### src/rtl/if_stage.sv
// Instruction-fetch stage: owns the PC, fetches from the combinational ROM and fills the IF/ID register.
// Redirects from ID, interrupt/exception vectoring, and return-address (epc) generation for $k0.
module if_stage #(
  parameter logic [31:0] RESET_PC   = 32'h8000_0000,
  parameter logic [31:0] IRQ_VECTOR = 32'h8000_0004,
  parameter logic [31:0] EXC_VECTOR = 32'h8000_0008
) (
  input  logic        clk,
  input  logic        reset_n,
  output logic [31:0] imem_addr,
  input  logic [31:0] imem_data,
  input  logic        stall,
  input  logic        branch_taken,
  input  logic [15:0] branch_imm,
  input  logic        jump,
  input  logic [25:0] jump_index,
  input  logic        jr,
  input  logic [31:0] jr_target,
  input  logic        irq,
  input  logic        exc,
  output logic [31:0] if_id_instr,
  output logic [31:0] if_id_pc_plus4,
  output logic        if_id_valid,
  output logic        epc_we,
  output logic [31:0] epc,
  output logic        supervisor
);

  logic [31:0] pc;
  logic [31:0] pc_plus4;
  logic [31:0] br_off;
  logic [31:0] br_sum;
  logic [31:0] br_tgt;
  logic [31:0] j_tgt;
  logic [31:0] redir_tgt;
  logic        redirect;
  logic        take_exc;
  logic        take_irq;

  assign imem_addr  = pc;
  assign supervisor = pc[31];
  assign pc_plus4   = pc + 32'd4;

  // Branches never change the supervisor bit; the carry into bit 31 is dropped.
  assign br_off = {{14{branch_imm[15]}}, branch_imm, 2'b00};
  assign br_sum = if_id_pc_plus4 + br_off;
  assign br_tgt = {if_id_pc_plus4[31], br_sum[30:0]};
  assign j_tgt  = {if_id_pc_plus4[31:28], jump_index, 2'b00};

  assign redirect = jr | jump | branch_taken;

  always_comb begin
    redir_tgt = br_tgt;
    if (jr) begin
      redir_tgt = jr_target;
    end else if (jump) begin
      redir_tgt = j_tgt;
    end
  end

  assign take_exc = exc & if_id_valid;
  assign take_irq = irq & ~pc[31];

  always_ff @(posedge clk or negedge reset_n) begin
    if (!reset_n) begin
      pc             <= RESET_PC;
      if_id_instr    <= 32'h0;
      if_id_pc_plus4 <= 32'h0;
      if_id_valid    <= 1'b0;
      epc_we         <= 1'b0;
      epc            <= 32'h0;
    end else begin
      epc_we <= 1'b0;
      if (take_exc) begin
        // Return past the faulting instruction.
        pc             <= EXC_VECTOR;
        epc            <= if_id_pc_plus4;
        epc_we         <= 1'b1;
        if_id_instr    <= 32'h0;
        if_id_pc_plus4 <= 32'h0;
        if_id_valid    <= 1'b0;
      end else if (stall) begin
        // Hold everything; ID re-presents any redirect or irq next cycle.
      end else if (take_irq) begin
        // Resume at whatever would have been fetched next, redirect included.
        pc             <= IRQ_VECTOR;
        epc            <= redirect ? redir_tgt : pc;
        epc_we         <= 1'b1;
        if_id_instr    <= 32'h0;
        if_id_pc_plus4 <= 32'h0;
        if_id_valid    <= 1'b0;
      end else if (redirect) begin
        pc             <= redir_tgt;
        if_id_instr    <= 32'h0;
        if_id_pc_plus4 <= 32'h0;
        if_id_valid    <= 1'b0;
      end else begin
        pc             <= pc_plus4;
        if_id_instr    <= imem_data;
        if_id_pc_plus4 <= pc_plus4;
        if_id_valid    <= 1'b1;
      end
    end
  end

endmodule
### config.mk
export PLATFORM = sky130hd
export DESIGN_NAME = if_stage
export DESIGN_NICKNAME = d
export VERILOG_FILES = /design/src/rtl/if_stage.sv
export SDC_FILE = /design/constraint.sdc
export NUM_CORES = 1
export LEC_CHECK = 0
export ABC_AREA = 0
export ABC_CLOCK_PERIOD_IN_PS = 4800
export BUFFER_PORTS_ARGS = -buffer_cell sky130_fd_sc_hd__buf_2
export CAP_MARGIN = 15
export CORE_AREA = 2 2 157 159
export DETAILED_ROUTE_END_ITERATION = 6
export DIE_AREA = 0 0 159 161
export HOLD_SLACK_MARGIN = 0.02
export SETUP_SLACK_MARGIN = 0.4
export SYNTH_ARGS = -nofsm -noshare
export SYNTH_HDL_FRONTEND = slang
export SYNTH_SLANG_ARGS = --single-unit
### constraint.sdc
create_clock -name clk -period 4.8 [get_ports clk]
set_clock_uncertainty 0.1 [all_clocks]
set_input_delay 0.24 -clock clk [delete_from_list [all_inputs] [get_ports clk]]
set_output_delay 0.24 -clock clk [all_outputs]
set_load 0.02 [all_outputs]
==> results.sh <==
export IMPL_dieArea_um2=25600
export IMPL_core_um2=24000
export IMPL_remaining_drc_errors=0
export IMPL_root_buffer="clkbuf_16"
export IMPL_crit_arrival_ns=3.41
export IMPL_insertedDiodeCount=0
export IMPL_power_leakage_uw=0.00515
export IMPL_maxCapViolCount=0
export IMPL_ys_flop_type="dfrtp_1"
export IMPL_io_pins=245
export IMPL_dp_hpwl_um=22800
export IMPL_area_growth_pct=30.1
export IMPL_drt_pre_antenna_iters=7
export IMPL_syn_inst=941
export IMPL_start_util=0.346
export IMPL_cts_sinks=130
export IMPL_grt_max_degree=90
export IMPL_outcome="finished, final reports clean"
export IMPL_clkLatencyLatePin_ns=0.43
export IMPL_period_share=0.662
export IMPL_synth_ff_latch_count=130
export IMPL_num_nets_final=1336
export IMPL_p_clk_frac=0.358
export IMPL_die_h_um=161
export IMPL_clk_pin_slew_ns=0.06
export IMPL_overflow=0
export IMPL_antenna_left=0
export IMPL_rsz0062_at_grt="no"
export IMPL_r2r_start="if_id_valid$_DFFE_PN0P_"
export IMPL_startpoint_type="register"
export IMPL_reg2reg_depth=9
export IMPL_synth_cell_types=80
export IMPL_finalSetupViolations=0
export IMPL_grt_pass1_wl_um=49100
export IMPL_vias_per_cell=5.66
export IMPL_design_area_um2=10800
export IMPL_required_ns=5.04
export IMPL_synth_avg_cell_area_um2=8.82
export IMPL_tns_ns=0
export IMPL_htreeDepth=4
export IMPL_drive_gt1_frac=0.272
export IMPL_relSlewSlack=0.220
export IMPL_tightest_slew_ns=1.17
export IMPL_cts_tree="yes"
export IMPL_startpoint="if_id_valid$_DFFE_PN0P_"
export IMPL_vias=8660
export IMPL_yosys_warnings=0
export IMPL_cts_buffers=17
export IMPL_yosysSeqAreaShare=0.392
export IMPL_layout_min_cycle_time_ns=3.18
export IMPL_pwr_share_seq=0.374
export IMPL_initialDrtViolationCount=643
export IMPL_rows=57
export IMPL_min_from="jr_target[31]"
export IMPL_min_path_type="in -> reg"
export IMPL_portBuffers=244
export IMPL_cp_end_kind="register"
export IMPL_intPower_uw=2430
export IMPL_synth_edf_count=0
export IMPL_yosys_area_top_type_share=0.389
export IMPL_synth_top_area_cell="dfrtp_1"
export IMPL_mappedNetlistArea_um2=8300
export IMPL_crit_type="reg -> reg"
export IMPL_cts_resized=0
export IMPL_ys_top_cells_by_area="dfrtp_1, o21ai_0, a22o_1"
export IMPL_syn_num_nets=1085
export IMPL_clk_path_buf_depth=2
export IMPL_grt_pass1_vias=8544
export IMPL_pwr_share_comb=0.268
export IMPL_place_area_um2=9800
export IMPL_routed_wl_um=31900
export IMPL_synth_most_common_cell="dfrtp_1"
export IMPL_die_w_um=159
export IMPL_track_usage=0.246
export IMPL_worstPathMaxFanout=23
export IMPL_antenna_found_initial=0
export IMPL_netSwitchingFraction=0.364
export IMPL_routabilityCongestion=0.945
export IMPL_drv_slew=0
export IMPL_synthTopCellsByCount="dfrtp_1, nand2_1, o21ai_0, a21oi_1, nor2_1"
export IMPL_max_freq_ghz=0.315
export IMPL_hold_path_cell_count=3
export IMPL_wl_per_cell_um=20.8
export IMPL_synthArstFlopShare=1.00
export IMPL_power_density_nw_per_um2=354
export IMPL_final_hold_viol_count=0
export IMPL_ir_drop_v=0.000194
export IMPL_p_switching_uw=1390
export IMPL_total_power_uw=3820
==> what timing repair did <==
action	in CTS	in global routing
hold buffers	38	0
buffers inserted	0	0
setup endpoints to repair	0	0
hold endpoints to repair	127	0
==> through the flow <==
stage / std cells / setup WS (ns) / util / hold slack (ns)
2_1_floorplan: 941 / 1.94 / - / -0.156
3_3_place_gp: 1459 / 1.74 / 0.409 / 0.275
3_5_place_dp: 1459 / 1.65 / 0.409 / 0.279
4_1_cts: 1529 / 1.64 / 0.451 / 0.0207
5_1_grt: 1529 / 1.49 / 0.451 / 0.0287
6_report: 1529 / 1.62 / 0.451 / 0.0340
==> layout make-up <==
type                       count  area, um^2
clock inverter                14         173
timing repair buffer         296        1710
inverter                      14        52.6
fill                        2406       13200
sequential                   130        3250
multi-input combinational    733        4760
tap                          324         405
clock buffer                  18         439
==> layout by cell type (no fill, tap or decap), types with 9 or more instances in the layout <==
cell           synthesis  layout
buf_2                  6     243
xor2_1                22      22
nand2_1              108     108
clkbuf_16              0      17
inv_1                 13      13
dlygate4sd3_1          0      38
nor2_1                64      62
o211ai_1              13      13
a22oi_1               20      20
a21oi_1               71      71
o22ai_1                9       9
a31oi_1               11      11
o21a_1                15      15
ha_1                  29      29
a21o_1                15      15
a22o_1                48      48
nand3_1               18      18
and3_1                10      10
o21ai_1               13      13
buf_4                  1      14
dfrtp_1              129     129
xnor2_1               24      24
nand4_1                9       9
o21ai_0              101     101
==> per-layer routing <==
| layer | vias up | GRT usage | wire (um) |
|---|---|---|---|
| met2 | 409 | 0.398 | 14900 |
| met3 | 72 | 0.0596 | 2450 |
| met1 | 4176 | 0.322 | 13600 |
| li1 | 4003 | - | - |
| met5 | - | 0 | 0 |
| met4 | 0 | 0.0888 | 935 |
==> cell families after synthesis <==
kind of cell	synth area share
AOI/OAI and AO/OA	0.319
and+or+nand+nor	0.152
DFF	0.392
buffers and inverters	0.0366
xor gates and xnor gates	0.0505
adders and majority gates	0.0461
muxes	0.00362
==> power groups by stage <==
| stage | clock network, uW | registers, uW | logic (uW) |
|---|---|---|---|
| 2_1_floorplan | 0 | 1570 | 444 |
| 3_3_place_gp | 0 | 1440 | 991 |
| 3_5_place_dp | 0 | 1440 | 1000 |
| 4_1_cts | 1390 | 1420 | 1030 |
| 5_1_grt | 1440 | 1450 | 1110 |
| 6_report | 1370 | 1430 | 1030 |
==> registers in the layout (all words and copies together) (netlist names) <==
name	cells
imem_addr	32
if_id_valid	1
epc_we	1
if_id_instr	32
if_id_pc_plus4	32
epc	32
==> critical path: stages, from the launching register on <==
cell and delay [ns]:
dfrtp_1 0.40, and2_2 0.35, buf_4 0.32, nor2_2 0.35, buf_4 0.42, inv_1 0.43, nand2_1 0.21, a21oi_1 0.07
and3_1 0.23, a211oi_1 0.19
==> path summary, 6_finish.rpt <==
path,endpoint,slack (ns)
min in group asynchronous,epc_we$_DFF_PN0_,0.37
max reg2reg,epc[23]$_DFFE_PN0P_,1.62
min reg2reg,epc[2]$_DFFE_PN0P_,0.38
max,epc[23]$_DFFE_PN0P_,1.62
max in group asynchronous,if_id_pc_plus4[2]$_DFFE_PN0P_,3.11
min,imem_addr[31]$_DFFE_PN1P_,0.03
No activity file was read; power rests on OpenSTA's default activity.
